<file path="src/rtl/alu_operand_sequencer.sv">
// alu_operand_sequencer: collects A, B and opcode bytes and drives the combinational ALU's one-hot OpDec for a fixed settle window
// Ports: clk, reset_n (async, active low); start, abort control; data_in/data_valid/data_ready byte handshake;
// A, B registered operands; OpDec one-hot opcode (0 = no op); busy, done pulse, sticky op_err, op_count completions.
module alu_operand_sequencer #(
  parameter int DATA_W      = 8,
  parameter int OPDEC_W     = 16,
  parameter int NUM_OPS     = 9,
  parameter int HOLD_CYCLES = 4
) (
  input  logic               clk,
  input  logic               reset_n,
  input  logic               start,
  input  logic               abort,
  input  logic [DATA_W-1:0]  data_in,
  input  logic               data_valid,
  output logic               data_ready,
  output logic [DATA_W-1:0]  A,
  output logic [DATA_W-1:0]  B,
  output logic [OPDEC_W-1:0] OpDec,
  output logic               busy,
  output logic               done,
  output logic               op_err,
  output logic [7:0]         op_count
);
  localparam int CW = HOLD_CYCLES > 1 ? $clog2(HOLD_CYCLES) : 1;
  typedef enum logic [2:0] {IDLE, GET_A, GET_B, GET_OP, DRIVE} state_t;
  state_t state, state_nx;
  logic [CW-1:0] cnt;
  logic [3:0] op;
  logic xfer, legal, last, fin;
  // abort blocks capture of a byte arriving in the same cycle
  assign xfer  = data_valid && data_ready && !abort;
  assign op    = data_in[3:0];
  assign legal = 32'(op) < NUM_OPS;
  assign last  = state == DRIVE && cnt == CW'(HOLD_CYCLES - 1);
  assign fin   = last && !abort;
  always_comb begin
    state_nx = state;
    if (abort) state_nx = IDLE;
    else
      case (state)
        IDLE:    state_nx = start ? GET_A : IDLE;
        GET_A:   state_nx = xfer ? GET_B : GET_A;
        GET_B:   state_nx = xfer ? GET_OP : GET_B;
        GET_OP:  state_nx = xfer ? (legal ? DRIVE : IDLE) : GET_OP;
        DRIVE:   state_nx = last ? IDLE : DRIVE;
        default: state_nx = IDLE;
      endcase
  end
  always_ff @(posedge clk or negedge reset_n)
    if (!reset_n) state <= IDLE;
    else state <= state_nx;
  // outputs are registered from the next state so they line up with it
  always_ff @(posedge clk or negedge reset_n)
    if (!reset_n) begin
      A          <= '0;
      B          <= '0;
      OpDec      <= '0;
      op_count   <= '0;
      data_ready <= 1'b0;
      busy       <= 1'b0;
      done       <= 1'b0;
      op_err     <= 1'b0;
      cnt        <= '0;
    end else begin
      data_ready <= state_nx inside {GET_A, GET_B, GET_OP};
      busy       <= state_nx != IDLE;
      done       <= fin;
      cnt        <= state == DRIVE ? cnt + CW'(1) : '0;
      if (fin) op_count <= op_count + 8'd1;
      if (xfer && state == GET_A) A <= data_in;
      if (xfer && state == GET_B) B <= data_in;
      if (abort) OpDec <= '0;
      else if (state == IDLE && start) begin
        OpDec  <= '0;
        op_err <= 1'b0;
      end else if (xfer && state == GET_OP) begin
        if (legal) OpDec <= OPDEC_W'(1) << op;
        else op_err <= 1'b1;
      end
    end
endmodule

</file>
<file path="config.mk">
export PLATFORM = sky130hd
export DESIGN_NAME = alu_operand_sequencer
export DESIGN_NICKNAME = d
export VERILOG_FILES = /design/src/rtl/alu_operand_sequencer.sv
export SDC_FILE = /design/constraint.sdc
export NUM_CORES = 1
export LEC_CHECK = 0
export ABC_AREA = 1
export CAP_MARGIN = 5
export CORE_ASPECT_RATIO = 1.25
export CORE_UTILIZATION = 45
export CTS_BUF_LIST = sky130_fd_sc_hd__clkbuf_2 sky130_fd_sc_hd__clkbuf_4 sky130_fd_sc_hd__clkbuf_8
export CTS_CLUSTER_DIAMETER = 100
export CTS_CLUSTER_SIZE = 8
export DETAILED_ROUTE_END_ITERATION = 10
export PLACE_DENSITY = 0.75
export SYNTH_ARGS = -nofsm -noshare
export SYNTH_HDL_FRONTEND = slang
export SYNTH_SLANG_ARGS = --single-unit
</file>
<file path="constraint.sdc">
create_clock -name clk -period 1.3 [get_ports clk]
set_input_delay 0.26 -clock clk [delete_from_list [all_inputs] [get_ports clk]]
set_output_delay 0.26 -clock clk [all_outputs]
set_load 0.05 [all_outputs]
</file>
* Word level (Yosys, flattened, before mapping)
Cells that the tools add are included.
** Word-level totals
- Output and inout port bits :: 44
- Logic and storage cells :: 57
- Bits of input ports :: 13
- Register bits after elaboration :: 49
** Cells by class
- $add $sub $neg :: 2
- Multiplexer cells :: 16
- Bitwise gates (word level) :: 1
- Shift operators :: 1
- Reduce and logical (&&, ||, !) cells :: 17
- $lt $le $gt $ge :: 1
- Eq/ne operators :: 9
** Operators by type and width (number)
- 16-bit two-way mux :: 4
- 1-bit by 4-bit << shifter with 16-bit output, first input constant :: 1
- 3-bit case mux with 5 select lines :: 1
- 3-bit by 2-bit == test with 1-bit output, second input constant :: 4
- 3-bit two-way mux :: 4
- 3-bit nonzero test :: 4
- 8-bit by 1-bit adder with 8-bit output, second input constant :: 1
- 1-bit logical AND :: 8
- 3-bit by 1-bit == test with 1-bit output, second input constant :: 2
- 1-bit two-way mux :: 5
- 4-bit < comparator, second input constant :: 1
- 2-bit two-way mux :: 2
- 3-bit == test, second input constant :: 1
- 3-bit logical NOT :: 1
- 3-bit AND reduction :: 1
- 2-bit by 1-bit adder with 2-bit output, second input constant :: 1
- 2-bit == test, second input constant :: 1
- 2-bit by 1-bit != test with 1-bit output, second input constant :: 1
- 2-bit AND reduction :: 1
- 2-bit nonzero test :: 1
- 1-bit logical NOT :: 1
- 1-bit inverter :: 1

* Logic depth before layout (Yosys ltp)
Gate-level depths: netlist of run 1.
- Word-level depth :: 7
- Gate-level depth with buffers :: 8
- Gate-level depth less buffers :: 8

* Worst setup path after synthesis of run 1
Ideal clock, no wire load.
- Path kind :: register -> register
- Start :: register data_ready
- End :: register A[5]
- Data arrival time :: 1369 ps
- Path slack :: -196 ps
- Data required time :: 1173 ps
- Period minus slack after synthesis :: 1496 ps
- Stages on the path, launching flop included :: 7
- Cells stage by stage :: dfrtp_1 -> nand2_1 -> nor2_1 -> nand3_2 -> buf_6 -> nand2_1 -> o21ai_0
** Between the ends
- Longest elaborated chain between the ends :: 3
** RTL lines
- from (decl) :: RTL line 16 : output logic data_ready,
- from (signal assigned) :: RTL line 66 : data_ready <= state_nx inside {GET_A, GET_B, GET_OP};
- 1-bit logical AND (2 in series) :: RTL line 32 : assign xfer = data_valid && data_ready && !abort;
- 1-bit logical AND :: RTL line 71 : if (xfer && state == GET_A) A <= data_in;
- to (signal assigned) :: RTL line 71
- to (decl) :: RTL line 17 : output logic [DATA_W-1:0] A,
No other way between the ends.
A chain may end at the register's enable or synchronous reset.

* Final worst setup path of run 1
- Start :: input port abort
- End :: register B[5]
** Between the ends
- Longest elaborated chain between the ends :: 3
** RTL lines
- from (decl) :: RTL line 13 : input logic abort,
- 1-bit logical NOT :: RTL line 32
- 1-bit logical AND :: RTL line 32
- 1-bit logical AND :: RTL line 72 : if (xfer && state == GET_B) B <= data_in;
- to (signal assigned) :: RTL line 72
- to (decl) :: RTL line 18 : output logic [DATA_W-1:0] B,
No other way between the ends.

==> results by stage, run 1 <==
STA:
- The remaining max-slew budget at the tightest pin is 0.819.
- The setup slack after layout is -34.6 ps.
- The final count of hold timing violations was 0.
- The shortest period the worst path allows is 1330 ps.
- Dividing the final minimum period by the clock period gives 1.03.
- Setup repair after global routing could not meet its margin everywhere.
- Setup violations remaining at the end of the flow were counted as 9.
- The minimum hold slack is 439 ps.
- The worst-case clock skew is 4.68 ps.
- The transition at the pin with the smallest max-transition slack is 268 ps.
- Timing would allow up to 749 MHz.
- The final number of max-transition violations is 0.

Power and ir drop:
- For this design the ratio of total power to cell area is 1090 nW/um2.
- The share of total power dissipated in the clock network is 0.244.
- The leakage power is 1.68 nW.
- The share of power burned in registers is 0.455.
- Of the total power, the share spent switching nets is 0.313.
- For this design the total switching power over the nets is 1.21 mW.
- After layout, the design draws a total of 3.86 mW.
- The share of total power dissipated in combinational logic is 0.301.
- The internal power component is 2.65 mW.
- IR analysis of the VDD net gives a maximum drop of 892 uV.

Logic synthesis:
- For this run, the number of Yosys warnings is 0.
- The predominant post-synthesis flop cell is sky130_fd_sc_hd__dfrtp_1.
- The count of state elements after synthesis is 49.
- The number of synthesized flops with an enable pin is 0.
- Sorting the synthesized cells by area gives the leading types as sky130_fd_sc_hd__dfrtp_1 (57%), sky130_fd_sc_hd__nand2_1 (11%), sky130_fd_sc_hd__nand3_1 (4.7%), sky130_fd_sc_hd__inv_1 (4.6%), sky130_fd_sc_hd__nor2_1 (4.6%).
- The number of distinct library cell variants in the gate-level netlist after synthesis is 25.
- The share of the synthesized area in the top cell type is 0.572.
- The synthesized net count is 255.
- The synthesized design spends more area on one cell type than any other, namely sky130_fd_sc_hd__dfrtp_1.
- The average size of a mapped cell is 8.93 um2.
- The number of standard cells after synthesis is 240.
- For this run, asynchronously set or reset flops after synthesis account for 1.00.
- The post-synthesis sequential area ratio is 0.572.
- The synthesized netlist occupies a cell area of 2140 um2.

Worst setup path:
- The critical path required time is 1480 ps.
- The register-to-register setup slack is -20 ps.
- The endpoint identified for the worst register-to-register timing path is busy.
- Following the worst setup path forward leads to its endpoint at B[5].
- The arrival time reported for the critical path endpoint is 1510 ps.
- The critical path launch point is abort.
- The type of the worst setup path is in -> reg.
- The maximum net fanout on the critical path is 8.
- The kind of end point of the critical path is a register.
- The critical path startpoint category is a primary input.
- The length in cells of the worst reg-to-reg path is 8.
- The launch instance of the worst register-to-register path is state[2].

Placed design:
- In this run, placement finished with an instance count of 370.
- The post-placement cell area is 3360 um2.
- Input and output buffers added on the ports amount to 56.
- The half-perimeter wire length after placement is 3620 um.
- The routability-driven placement congestion ratio is 0.848.

Global route:
- Across every metal layer, demand over resource in global routing totals 0.215.
- The first-pass GRT wire length is 8420 um.
- The pin count of the biggest net entering global routing is 50.
- The number of global-route vias before repair is 1856.
- The global-route congestion overflow total is 0.
- The initial antenna violation count was 0.

Floorplanning:
- The die covers 5040 um2.
- The initialized floorplan defines 27 standard-cell rows.
- The die is 79.2 um tall.
- The initial core utilization is 0.477.
- The die boundary width is 63.7 um.
- The core region area is 4490 um2.
- 57 I/O pins were placed.

Routing:
- The met1 layer wirelength in the final routing is 2030 um.
- Dividing the detail-routed wire length by the instance count gives 13.0 um.
- Across all layers, the routed design uses 1895 vias.
- The count of nets left with antenna violations once routing finished came out at 0.
- The topmost layer with routed signal wires is met4.
- Summed over all nets, wire length on met2 after detailed routing comes to 2620 um.
- The detailed-routed wire length on met3 is 268 um.
- The sum of routed wire length over all layers is 5000 um.
- The number of DRC markers after the initial detailed-route iteration is 90.
- The first-pass detailed-route iteration total is 4.
- The DRC violation count after routing is 0.
- Using the TritonRoute via totals, the vias-per-cell ratio works out to 4.95.

Clock network:
- The clock tree root buffer cell is sky130_fd_sc_hd__clkbuf_8.
- The total number of H-tree levels is 2.
- Counting the buffers created by CTS gives 5.
- The clock slew at the register clock pins of the worst setup and hold paths is 80 ps.
- The clock tree from TritonCTS is done.
- The buffer levels on the longest clock path is 2.
- At the later pin of the worst-skew pair, clock insertion delay measures 290 ps.
- Counting every sink on the clock net gives 49.

Finish:
- Once layout is complete, the cells apart from fillers number 383.
- The repair_antennas step left the layout with diodes totalling 0.
- The final core area utilization is 0.788.
- The summed area of non-filler cells in the final layout is 3540 um2.
- The combined flip-flop and latch cell area is 1240 um2.
- The signed area change from the synthesized netlist to the final layout is 65.3%.
- In the final layout, the share of cells above drive strength 1 is 0.332.
- At the end of the flow, the number of nets in the layout was 339.
- The filler cells instantiated in the layout total 258.
- Summing all multi-input logic gate instances after layout gives 797 um2.

Job:
- The max-cap check violation count is 0.

Status:
- The checks that failed: setup timing.
- The flow ran to the end, but the final reports show violations.

Worst hold path:
- The path category of the worst min-delay check is reg -> reg.
cell usage in the layout (no fill, tap or decap), drive strengths merged:
cell type	n
dfrtp	49
nand4	2
a31oi	1
nand3	22
nor2	29
clkinvlp	1
nand2	67
dlygate4sd2	1
dlygate4sd3	1
clkbuf	8
nor3	5
clkdlybuf4s50	10
nand3b	1
nor4	5
ha	2
xnor2	2
o21ai	19
buf	68
inv	32
worst min-delay path by stage:
stage,cells after the start,from,to
after floorplan,0,reset_n,A[0]
after global placement,2,reset_n,op_count[4]
after detailed placement,2,reset_n,op_count[4]
after CTS,1,cnt[0],cnt[0]
after global routing,1,cnt[0],cnt[0]
final,1,cnt[0],cnt[0]
final cells by class:
class                   count  share of cell area
repair inverters            1             0.00212
repair buffers             80               0.339
flip-flops and latches     49               0.349
inverters                  32              0.0360
clock buffers               8              0.0276
well taps                  58              0.0205
multi-input cells         155               0.225
critical path, stage by stage:
cell,delay (ps)
sky130_fd_sc_hd__clkdlybuf4s50_1,490
sky130_fd_sc_hd__inv_4,120
sky130_fd_sc_hd__nand3_4,100
sky130_fd_sc_hd__nor2_4,180
sky130_fd_sc_hd__clkinvlp_4,180
sky130_fd_sc_hd__nand2_1,90
sky130_fd_sc_hd__o21ai_0,80
power by group through the flow:
| stage | Clock [mW] | Combinational, mW | Sequential, mW |
|---|---|---|---|
| 3_3_place_gp | 0 | 1.13 | 1.78 |
| 6_report | 0.943 | 1.16 | 1.76 |
| 2_1_floorplan | 0 | 0.168 | 2.09 |
| 5_1_grt | 1.02 | 1.23 | 1.77 |
| 3_5_place_dp | 0 | 1.15 | 1.79 |
| 4_1_cts | 0.961 | 1.15 | 1.76 |
stage by stage:
step           setup WS [ps]  TNS (ps)
6_report               -34.6      -147
3_3_place_gp            -277    -10450
3_5_place_dp            -308    -11580
2_1_floorplan          -8.64     -17.3
5_1_grt                -99.9     -1900
4_1_cts                -4.90     -4.90
synth_stat cells (3+ instances only):
| library cell | n |
|---|---|
| sky130_fd_sc_hd__nand2_1 | 64 |
| sky130_fd_sc_hd__inv_4 | 3 |
| sky130_fd_sc_hd__o21ai_0 | 19 |
| sky130_fd_sc_hd__inv_2 | 3 |
| sky130_fd_sc_hd__nor3_1 | 4 |
| sky130_fd_sc_hd__dfrtp_1 | 49 |
| sky130_fd_sc_hd__inv_1 | 26 |
| sky130_fd_sc_hd__nor2_1 | 26 |
| sky130_fd_sc_hd__nand3_1 | 20 |
| sky130_fd_sc_hd__nor4_1 | 5 |
state kept, by name, indices dropped and copies added, names as in the netlist:
| signal | count |
|---|---|
| done | 1 |
| OpDec | 16 |
| B | 8 |
| cnt | 2 |
| op_err | 1 |
| op_count | 8 |
| data_ready | 1 |
| state | 3 |
| busy | 1 |
| A | 8 |
per-layer routing:
layer,GRT usage,up-vias
met5,0,-
met4,0.0705,0
met3,0.0618,9
met2,0.353,61
met1,0.270,893
li1,-,932
what timing repair did:
item | CTS | global route
hold buffers | 1 | 0
hold endpoints to repair | 49 | 0
cloned | 0 | 1
buffers inserted | 0 | 3
endpoints found under the setup margin | 5 | 35
pin swaps | 2 | 2
gates resized for setup | 5 | 14
cell families after synthesis:
group,share of synthesized area
adders and majority gates,0.0117
DFF,0.572
buffers and inverters,0.0788
xor gates and xnor gates,0.00817
and+or+nand+nor,0.282
AOI/OAI and AO/OA,0.0473
Power figures use the tool's default switching activity.
==> run 2: changes to the inputs <==
CORE_UTILIZATION = 50   (was 45)
CTS_BUF_LIST = sky130_fd_sc_hd__clkbuf_8   (was sky130_fd_sc_hd__clkbuf_2 sky130_fd_sc_hd__clkbuf_4 sky130_fd_sc_hd__clkbuf_8)
PLACE_DENSITY = 0.82   (was 0.75)
==> results by stage, run 2 (synthesis results as in run 1) <==
STA:
- The final number of max-transition violations was 0.
- The remaining max-slew budget at the tightest pin is 0.742.
- For the finished layout, the period the worst path requires is 1500 ps.
- The final count of hold timing violations was 0.
- Setup violations remaining at the end of the flow were counted as 37.
- The timing-limited maximum frequency is 668 MHz.
- In the finished design, the share of the clock period the worst path needs comes to 1.15.
- The worst-case clock skew is 11.4 ps.
- Setup repair after global routing could not meet its margin everywhere.
- The setup slack after layout is -197 ps.
- The transition at the pin with the smallest max-transition slack is 384 ps.

Power and ir drop:
- The power per unit of standard cell area is 1060 nW/um2.
- The final total power is 4.05 mW.
- The worst-case IR drop observed on VDD is 1510 uV.
- The leakage power is 1.78 nW.

Clock network:
- The total number of H-tree levels is 2.
- The clock tree from TritonCTS is done.
- The total clock sinks is 49.
- TritonCTS created 5 clock buffers.
- After clock tree synthesis, the clock-pin slew on the worst setup and hold paths is 100 ps.
- The clock tree root buffer cell is sky130_fd_sc_hd__clkbuf_8.
- The buffer levels on the longest clock path is 2.
- The later pin in the worst-skew pair is clocked with a latency of 310 ps.

Placed design:
- The routability-driven placement congestion ratio is 0.865.
- The number of buffers added on ports is 56.
- The half-perimeter wire length after placement is 4310 um.

Finish:
- The share of final-layout standard cells stronger than drive strength 1 is 0.439.
- The most frequent standard cell in the layout excluding fill and tap cells is sky130_fd_sc_hd__nand2_1.
- The layout has 129 filler cells.
- The register with the most flip-flops in the final layout is OpDec.
- The final net count is 349.
- From synthesis to final layout, the design area changed by 77.6%.
- The library cells used most frequently in the layout, excluding fill and tap cells, are sky130_fd_sc_hd__nand2_1 (55), sky130_fd_sc_hd__buf_12 (47), sky130_fd_sc_hd__dfrtp_1 (40), sky130_fd_sc_hd__buf_4 (27), sky130_fd_sc_hd__inv_1 (25).
- The multi-input combinational cells in the finished layout cover a total of 955 um2.
- The repair_antennas step left the layout with diodes totalling 0.
- The number of flip-flops under the largest register name is 16.
- The final core area utilization is 0.929.
- In the final layout, flip-flops and latches occupy 1240 um2.

Floorplanning:
- The number of standard-cell rows in the floorplan is 26.
- The die boundary width is 60.6 um.
- The die footprint is 4550 um2.
- The initial utilization of the core area, before any placement, comes to 0.523.
- The number of top-level design ports is 57.
- From bottom edge to top edge, the die measures 75.2 um.
- The region available for standard cell placement spans 4100 um2.

Status:
- The checks that failed: setup timing.
- The flow ran to the end, but the final reports show violations.

Worst setup path:
- The maximum net fanout on the critical path is 9.
- The master of the slowest instance on the critical path is sky130_fd_sc_hd__dfrtp_2.
- The critical path is of the reg -> reg type.
- The cell with the most instances on the worst path is sky130_fd_sc_hd__nand2_1.
- The arrival time reported for the critical path endpoint is 1690 ps.
- Data on the critical path is required at its endpoint by 1490 ps.
- STA classifies the critical path startpoint as a register.
- Traced cell by cell, the critical path runs through buf_4 > nand3_4 > nor2_4 > nand2_4 > nand2_8 > inv_8 > nand2_1 > nand2_1.
- The kind of end point of the critical path is a register.
- The delay of the slowest critical-path stage is 450 ps.
- Together, buffers and inverters on the worst path number 2.
- Grouping stages by cell kind, the critical path spends the most delay in simple AND/OR/NAND/NOR gates.

Routing:
- The count of nets left with antenna violations once routing finished came out at 0.
- The first-pass detailed-route iteration total is 5.
- The number of DRC markers after the initial detailed-route iteration is 183.
- The sum of routed wire length over all layers is 8710 um.
- The ratio of routed vias to standard cells is 5.88.
- After detailed routing, the number of remaining DRC violations is 0.
- Detailed routing inserted a total of 2299 vias.
- Dividing the detail-routed wire length by the instance count gives 22.3 um.

Global route:
- The first-pass GRT wire length is 9850 um.
- For this run, the total global-route usage over all layers was measured as 0.300.
- Entering global routing, the biggest net connects 50 pins.
- The number of global-route vias before repair is 2091.
- The global-route congestion overflow total is 0.
- The initial antenna violation count is 0.

Worst hold path:
- The path category of the worst min-delay check is in -> async.

Job:
- Max-cap violations in this run came to 0.
## run 2: metrics by stage
step | hold slack (ps) | instance area (um2) | std cells | TNS, ps | setup WS (ps)
final | 449 | 3810 | 391 | -3020 | -197
after global routing | 478 | 3810 | 391 | -4880 | -341
after CTS | 472 | 3550 | 378 | -2.12 | -2.12
after detailed placement | 260 | 3340 | 365 | -12970 | -400
after global placement | 264 | 3340 | 365 | -10140 | -285
after floorplan | -35.6 | 2150 | 240 | -17.3 | -8.64
## run 2: final timing paths
kind / start / end / slack, ps / cells past startpoint
min in group clk: data_in[2] / A[2] / 450 / 4
max: state[1] / OpDec[5] / -200 / 8
max reg2reg: state[1] / OpDec[5] / -200 / 8
max in group asynchronous: reset_n / op_count[2] / 570 / 3
min: reset_n / OpDec[10] / 450 / 3
min reg2reg: cnt[0] / cnt[0] / 480 / 1
## run 2: metal layers
layer  up-vias  global-route usage  share of wire
met5         -                   0              0
met4         0               0.144          0.067
met3        68              0.0670          0.077
met2       172               0.551           0.52
met1      1106               0.320           0.34
li1        953                   -              -
## run 2: what timing repair did
| action | 4_1_cts | 5_1_grt |
|---|---|---|
| setup buffers | 4 | 11 |
| hold endpoints to repair | 49 | 0 |
| pin swaps | 4 | 12 |
| gates cloned | 0 | 2 |
| gates resized for setup | 14 | 49 |
| hold buffers | 1 | 0 |
| setup endpoints to repair | 15 | 43 |
## run 2: power by group
part / internal, mW / switching, mW / leakage (nW)
combinational: 0.576 / 0.698 / 1.06
sequential: 1.63 / 0.143 / 0.657
clock: 0.482 / 0.520 / 0.0542
## run 2: final cells by class
class	count	share of cell area
Clock buffer	7	0.0253
Clock inverter	1	0.00131
Inverter	32	0.0361
Multi-Input combinational cell	156	0.251
Sequential cell	49	0.325
Tap cell	56	0.0184
Timing Repair Buffer	90	0.343
## run 2: worst min-delay path, stage by stage
cell and delay (ps):
sky130_fd_sc_hd__dlygate4sd3_1 520, sky130_fd_sc_hd__buf_2 120, sky130_fd_sc_hd__buf_12 240
==> run 3: changes to the inputs <==
CAP_MARGIN = unset   (was 5)
==> results of run 3 <==
No change in the layout: final DEF, timing and power equal those of run 2.
